### src/rtl/cpu_mc.sv
// Multi-cycle Hack-style CPU: FETCH latches the instruction word, EXEC runs it,
// and memory-touching C-instructions stay in EXEC until mem_ready. A self-loop jump halts.
module cpu_mc #(
    parameter int WIDTH  = 16,
    parameter int ADDR_W = 15,
    parameter int SPEED  = 1
) (
    input  logic              clk,
    input  logic              reset,
    input  logic [WIDTH-1:0]  instruction,
    input  logic              instr_valid,
    input  logic [WIDTH-1:0]  inM,
    input  logic              mem_ready,
    output logic [WIDTH-1:0]  outM,
    output logic              writeM,
    output logic [ADDR_W-1:0] addressM,
    output logic [ADDR_W-1:0] pc,
    output logic              halted
);
    localparam int CW = (SPEED > 1) ? $clog2(SPEED) : 1;

    typedef enum logic [1:0] {S_FETCH, S_EXEC, S_HALT} state_t;

    state_t            state_q, state_d;
    logic [WIDTH-1:0]  ir_q, ir_d;
    logic [WIDTH-1:0]  a_q, a_d;
    logic [WIDTH-1:0]  d_q, d_d;
    logic [ADDR_W-1:0] pc_q, pc_d;
    logic [CW-1:0]     cnt_q, cnt_d;
    logic              preva_q, preva_d;

    logic              tick;
    logic              is_c, a_bit, d1, d2, d3;
    logic              zx, nx, zy, ny, fn, no;
    logic [2:0]        jmp;
    logic [WIDTH-1:0]  x, y, alu_out;
    logic              zr, ng, taken, mem_acc, commit, halt_hit;
    logic [ADDR_W-1:0] pc_inc, a_target;

    assign tick  = (cnt_q == CW'(SPEED - 1));
    assign cnt_d = tick ? '0 : cnt_q + CW'(1);

    assign is_c  = ir_q[WIDTH-1];
    assign a_bit = ir_q[12];
    assign zx    = ir_q[11];
    assign nx    = ir_q[10];
    assign zy    = ir_q[9];
    assign ny    = ir_q[8];
    assign fn    = ir_q[7];
    assign no    = ir_q[6];
    assign d1    = ir_q[5];
    assign d2    = ir_q[4];
    assign d3    = ir_q[3];
    assign jmp   = ir_q[2:0];

    always_comb begin
        x = d_q;
        y = a_bit ? inM : a_q;
        if (zx) x = '0;
        if (nx) x = ~x;
        if (zy) y = '0;
        if (ny) y = ~y;
        alu_out = fn ? (x + y) : (x & y);
        if (no) alu_out = ~alu_out;
    end

    assign zr       = (alu_out == '0);
    assign ng       = alu_out[WIDTH-1];
    assign taken    = (jmp[2] && ng) || (jmp[1] && zr) || (jmp[0] && !ng && !zr);
    assign mem_acc  = a_bit || d3;
    assign commit   = (state_q == S_EXEC) && is_c && (!mem_acc || mem_ready);
    assign pc_inc   = pc_q + ADDR_W'(1);
    // Jump target and memory address always come from A as it was before this commit.
    assign a_target = a_q[ADDR_W-1:0];
    assign halt_hit = (jmp == 3'b111) && preva_q && (a_target == pc_q - ADDR_W'(1));

    always_comb begin
        state_d = state_q;
        ir_d    = ir_q;
        a_d     = a_q;
        d_d     = d_q;
        pc_d    = pc_q;
        preva_d = preva_q;
        case (state_q)
            S_FETCH: begin
                if (tick && instr_valid) begin
                    ir_d    = instruction;
                    state_d = S_EXEC;
                end
            end
            S_EXEC: begin
                if (!is_c) begin
                    a_d     = {1'b0, ir_q[WIDTH-2:0]};
                    pc_d    = pc_inc;
                    preva_d = 1'b1;
                    state_d = S_FETCH;
                end else if (commit) begin
                    if (d1) a_d = alu_out;
                    if (d2) d_d = alu_out;
                    preva_d = 1'b0;
                    if (halt_hit) begin
                        pc_d    = a_target;
                        state_d = S_HALT;
                    end else begin
                        pc_d    = taken ? a_target : pc_inc;
                        state_d = S_FETCH;
                    end
                end
            end
            S_HALT:  ;
            default: state_d = S_FETCH;
        endcase
    end

    always_ff @(posedge clk or posedge reset) begin
        if (reset) begin
            state_q <= S_FETCH;
            ir_q    <= '0;
            a_q     <= '0;
            d_q     <= '0;
            pc_q    <= '0;
            cnt_q   <= '0;
            preva_q <= 1'b0;
        end else begin
            state_q <= state_d;
            ir_q    <= ir_d;
            a_q     <= a_d;
            d_q     <= d_d;
            pc_q    <= pc_d;
            cnt_q   <= cnt_d;
            preva_q <= preva_d;
        end
    end

    // writeM follows the registered state so an async reset drops it immediately.
    assign writeM   = (state_q == S_EXEC) && is_c && d3;
    assign outM     = alu_out;
    assign addressM = a_q[ADDR_W-1:0];
    assign pc       = pc_q;
    assign halted   = (state_q == S_HALT);
endmodule

### config.mk
export PLATFORM = sky130hd
export DESIGN_NAME = cpu_mc
export DESIGN_NICKNAME = d
export VERILOG_FILES = /design/src/rtl/cpu_mc.sv
export SDC_FILE = /design/constraint.sdc
export NUM_CORES = 1
export LEC_CHECK = 0
export ABC_AREA = 1
export CAP_MARGIN = 40
export CORE_MARGIN = 1.5
export CORE_UTILIZATION = 30
export DETAILED_ROUTE_END_ITERATION = 10
export GPL_TIMING_DRIVEN = 0
export PLACE_DENSITY = 0.48
export SYNTH_ARGS = -nofsm -noshare
export SYNTH_HDL_FRONTEND = slang
export SYNTH_SLANG_ARGS = --single-unit
### constraint.sdc
create_clock -name clk -period 3.9 [get_ports clk]
set_input_delay 0.78 -clock clk [delete_from_list [all_inputs] [get_ports clk]]
set_output_delay 0.78 -clock clk [all_outputs]
set_load 0.01 [all_outputs]
Word-level counts from Yosys, hierarchy flattened
Index checks and enable logic that the tools add are counted.
Widths: inputs -> output; s select.
Word-level totals
  logic and storage cells: 71
  flip-flop bits (word level): 67
  bits of input ports: 36
  output and inout port bits: 48
Cells by class
  multiplexer cells: 22
  add/subtract/negate cells: 4
  reduce and logical (&&, ||, !) cells: 24
  equal/unequal tests: 8
  bitwise operators: 6
Operators with widths (count)
  $mux 16: 10
  $mux 15: 4
  $not 16->16: 3
  $add 16x16->16: 1
  $and 16x16->16: 1
  $logic_not 16->1: 1
  $add 15x1->15 const B: 1
  $eq 15x15->1: 1
  $sub 15x1->15 const B: 1
  $logic_and 1x1->1: 10
  $mux 2: 4
  $pmux 2 s3: 1
  $reduce_and 3->1: 2
  $logic_or 1x1->1: 4
  $ne 2x2->1 const B: 2
  $reduce_and 2->1: 2
  $reduce_and 4->1: 1
  $eq 3x3->1 const B: 1
  $logic_not 1->1: 3
  $mux 1: 3
  $ne 3x3->1 const B: 1
  $eq 2x1->1 const B: 1
  $eq 2x2->1 const B: 1
  $logic_not 2->1: 1
  other kinds (3): 4

Longest topological paths before layout
  word-level depth: 16
  depth in mapped cells: 28
  gate-level depth less buffers: 26

Worst setup path after synthesis
OpenSTA, ideal clock, no wires.
  kind: flip-flop to flip-flop
  from: register ir_q[10]
  to: register pc_q[0], in the netlist pc[0]
  period minus slack after synthesis: 3449 ps
  library setup time: 118 ps
  buffers on the path: 3
  stages on the path, launching flop included: 25
  slack: 451 ps
  arrival time: 3332 ps
  data required time: 3782 ps
  path through: dfrtp_1 > clkbuf_1 > clkbuf_1 > xor2_1 > inv_1 > fa_1 > nand2_1 > nand2_1 > nand3_1 > nand2_1 > nand2_1 > nand3_1 > nand3_1 > nand2_2 > nor2_1 > nand3_1 > nor2_2 > nand2_1 > nand2_1 > nand3_4 > nand2_4 > buf_6 > nand2_1 > nand3_1 > nand2_1
On the way
  longest elaborated chain between the ends: 13
  elaborated cells between the ends (all ways): 19
  classes of those cells: 1 x add/sub; 7 x mux; 2 x bitwise; 9 x reduce/logical
Ends and longest elaborated chain
  start, declared: line 25  | logic [WIDTH-1:0] ir_q, ir_d;
  start signal, assigned: line 126  | ir_q <= ir_d;
  $mux 16 (*): line 60  | if (nx) x = ~x;
  $add 16x16->16 or $and 16x16->16 (tied branches): line 63  | alu_out = fn ? (x + y) : (x & y);
  $mux 16 (*): line 63
  $not 16->16: line 64  | if (no) alu_out = ~alu_out;
  $mux 16 (*): line 64
  net outM[8]: line 14  | output logic [WIDTH-1:0] outM,
  $logic_not 16->1 (*): line 67  | assign zr = (alu_out == '0);
  $logic_and 1x1->1 or $logic_not 1->1 (tied branches): line 69  | assign taken = (jmp[2] && ng) || (jmp[1] && zr) || (jmp[0] && !ng && !zr);
  $logic_or 1x1->1 or $logic_and 1x1->1 (tied branches): line 69
  $logic_or 1x1->1 (*): line 69
  $mux 15 (*): line 105  | pc_d = taken ? a_target : pc_inc;
  $mux 15 (*): line 101  | if (halt_hit) begin
  $mux 15 (*): line 97  | end else if (commit) begin
  $mux 15 (*): line 92  | if (!is_c) begin
  end signal, assigned: line 129  | pc_q <= pc_d;
  end, declared: line 28  | logic [ADDR_W-1:0] pc_q, pc_d;
The timed path passes the listed nets; every way through them passes the cells marked *. The select of a mux whose other input is x is not followed.
A chain may end at the register's enable or synchronous reset.

Worst setup path in the final report
  from: register ir_q[12]
  to: output outM[12]
On the way
  longest elaborated chain between the ends: 8
  elaborated cells between the ends (all ways): 9
  classes of those cells: 1 x add/sub; 5 x mux; 3 x bitwise
Ends and longest elaborated chain
  $mux 16 (*): line 58  | y = a_bit ? inM : a_q;
  $mux 16 (*): line 61  | if (zy) y = '0;
  $not 16->16: line 62  | if (ny) y = ~y;
  $mux 16 (*): line 62
  $add 16x16->16 or $and 16x16->16 (tied branches): line 63
  $mux 16 (*): line 63
  $not 16->16: line 64
  $mux 16 (*): line 64
  end, declared: line 14
Mark *: on every way between the ends. The rest lies on a longest branch, timed or not.

==> summary.md <==
| Metric | Value |
|---|---|
| CTS Hold Bufs | 0 |
| Pin count of the biggest net entering global routing | 52 |
| Antenna-violating nets left | 0 |
| Clk root buf | clkbuf_16 |
| Die Area | 20700 um2 |
| Worst EP arrival | 3.03 ns |
| First-pass GRT wire length | 33500 um |
| Worst Hold Class | reg2reg |
| Setup TNS | 0 ns |
| Net Sw Power | 0.386 mW |
| WS Path Type | reg2out |
| Worst slew pin tran | 0.734 ns |
| Leakage power | 4.29 nW |
| VDD IR max | 0.169 mV |
| DR iter-0 viols | 279 |
| IO Port Bufs | 83 |
| Seq pwr share | 42.3% |
| CTS sink count | 66 |
| Area Growth Syn to Fin | 41.8% |
| Max-Cap Viols | 0 |
| Peak fanout along the critical path | 8 |
| Die width | 144 um |
| Routed length per instance | 16.3 um |
| Synthesized flop and latch total | 66 |
| Largest family of logic cells by synthesized area | simple AND/OR/NAND/NOR gates |
| H-tree depth | 3 |
| Dpl ws | -0.924 ns |
| Final Hold Vio Count | 0 |
| Internal | 1.31 mW |
| Final min period | 3.81 ns |
| Leading cell types in the layout, fill and taps excluded | nand2_1 (218), inv_1 (122), nand3_1 (103), dfrtp_1 (64) |
| FMAX | 262 MHz |
| Vias in the first global route | 6019 |
| Final Cell Area | 8420 um2 |
| Sw Share | 22.8% |
| GRT Residual Overflow | 0 |
| Syn. warnings | 0 |
| Hold Slack | 0.480 ns |
| Via count | 6251 |
| Ratio of cells with drive above 1 in the final layout | 21.7% |
| Die height | 144 um |
| Synth area leader | dfrtp_1 |
| DRT Pass-1 Iters | 5 |
| Detailed Route WL | 21800 um |
| Compound-cell area share of the yosys netlist | 10.7% |
| Synth Cell Area | 5940 um2 |
| Worst EP required | 3.12 ns |
| Final number of setup-violating endpoints | 0 |
| Post-synthesis adder-cell area fraction | 4.13% |
| Area share of the largest cell type after synthesis | 27.8% |
| Post-Syn Nets | 985 |
| Initial Utilization | 30.5% |
| Via density | 4.68 |
| Worst-path clk slew | 0.05 ns |
| Synth area leaders | dfrtp_1 (28%), nand2_1 (16%), nand3_1 (10%) |
| Clk_skew | 0.00694 ns |
| Startpoint types | flip-flop |
| Core area | 19500 um2 |
| Setup ws final | 0.0883 ns |
| Placed cell areas | 7130 um2 |
| RSZ-0062 raised after global routing | yes |
| Gr usage total | 21.7% |
| Post-Synth Simple-Gate Area | 33.7% |
| Antenna violations before repair | 0 |
| Run status | completed |
| Pwr/cell area | 201 nW/um2 |
| Antenna Cells | 0 |
| Slew margin rel. | 50.7% |
| Cell row count | 51 |
| Fin. max-slew vios | 0 |
| Post-synthesis cell type count | 36 |
| XOR/XNOR Fraction of Synth Area | 9.88% |
| CTS max path bufs | 2 |
| Critical path capture point type | output pin |
| Synth Area per Inst | 6.39 um2 |
| Sequential element share of the synthesized area | 27.8% |
| Num ports | 84 |
| Comb power frac | 7.7% |
| CTS Buf Count | 9 |
| Detailed placer's ending HPWL | 16800 um |
| Mux contribution to synthesized area | 0.379% |
| CTS tree | done |
| Post-Syn Instances | 930 |
| Clock power share | 50.0% |
| Final Wtd Congestion | 0.868 |
| Final Cycle Share | 97.7% |
| Clock latency at the later pin of the worst-skew pair | 0.34 ns |
| # DRC | 0 |
| Nets | 1121 |
| Final Power | 1.70 mW |
| Commonest non-fill, non-tap cell in the layout | nand2_1 |
==> power groups by stage <==
stage / Combinational (mW) / Clock [mW] / Sequential [mW]
after floorplan: 0.0558 / 0 / 0.729
after global placement: 0.128 / 0 / 0.730
after detailed placement: 0.132 / 0 / 0.730
after CTS: 0.131 / 0.866 / 0.718
after global routing: 0.144 / 0.887 / 0.720
final: 0.130 / 0.847 / 0.718
==> area by class of cell <==
class,count,area (um2)
buffer,49,323
clock buffer,13,270
clock inverter,2,35.0
fill,2093,11000
inverter,140,539
multi-input combinational,672,4050
sequential,66,1650
tap,265,332
timing repair buffer,128,1210
==> synth_stat cells (all sizes together) <==
| cell type | number |
|---|---|
| clkinv | 3 |
| inv | 137 |
| nand4 | 11 |
| ha | 18 |
| nand2 | 258 |
| o22ai | 1 |
| mux2 | 2 |
| and2 | 3 |
| nand3 | 121 |
| o2111a | 1 |
| o2111ai | 1 |
| fa | 1 |
| nor2 | 57 |
| o21ai | 62 |
| clkbuf | 25 |
| xor2 | 60 |
| dfrtp | 66 |
| xnor2 | 7 |
| buf | 27 |
| a21oi | 52 |
| nor3 | 7 |
| a21boi | 1 |
| o211ai | 3 |
| or2 | 4 |
| a211oi | 1 |
| nor4 | 1 |
==> state kept, by name (all words and copies together) (netlist names) <==
name,cells
a_q,16
pc,15
ir_q,16
preva_q,1
d_q,16
state_q,2
==> cell families after synthesis <==
| family | count (synthesis) |
|---|---|
| adders and majority gates | 19 |
| and+or+nand+nor | 462 |
| xor gates and xnor gates | 67 |
| muxes | 2 |
| AOI/OAI and AO/OA | 122 |
| DFF | 66 |
| buffers and inverters | 192 |
==> routing by layer <==
metal  vias to the layer above  wire (um)  share of wire [%]  track usage (%)
li1                       3191          -                  -                -
met1                      2906       9940                 46             28.3
met2                       124      10700                 49             37.6
met3                        30        629                2.9             2.00
met4                         0        492                2.3             7.09
met5                         -          0                  0                0
==> path summary, 6_finish.rpt <==
check	start	to	slack, ns	cells after the start
min in group asynchronous	reset	ir_q[4]	0.73	2
worst min register to register	state_q[0]	state_q[1]	0.48	1
worst min-delay path	state_q[0]	state_q[1]	0.48	1
max in group asynchronous	reset	ir_q[9]	2.62	3
worst max register to register	ir_q[12]	pc[2]	0.22	24
worst max-delay path	ir_q[12]	outM[12]	0.09	17
==> through the flow <==
step | instances | util (%)
floorplan | 930 | -
global placement | 1278 | 36.5
detailed placement | 1279 | 36.6
CTS | 1323 | 40.8
global route | 1335 | 43.3
finish | 1335 | 43.3
==> timing repair <==
action | in CTS | in global routing
cloned | 0 | 1
setup endpoints to repair | 31 | 29
buffers inserted | 31 | 12
pin swaps | 45 | 45
gates resized for setup | 135 | 96
==> critical path, cell delays in order, from the launching register on <==
cell	delay, ns
dfrtp_1	0.39
clkinv_4	0.13
clkbuf_16	0.19
a21oi_4	0.17
o21ai_4	0.08
xor2_2	0.18
ha_4	0.32
buf_4	0.13
nand2_4	0.05
nor2_2	0.13
nand4_1	0.24
nand3_2	0.14
nand2_1	0.06
nand3_1	0.07
nand3_1	0.09
nand2_2	0.14
inv_2	0.05
buf_6	0.11
Note: power is estimated with default switching activity, not from simulation.
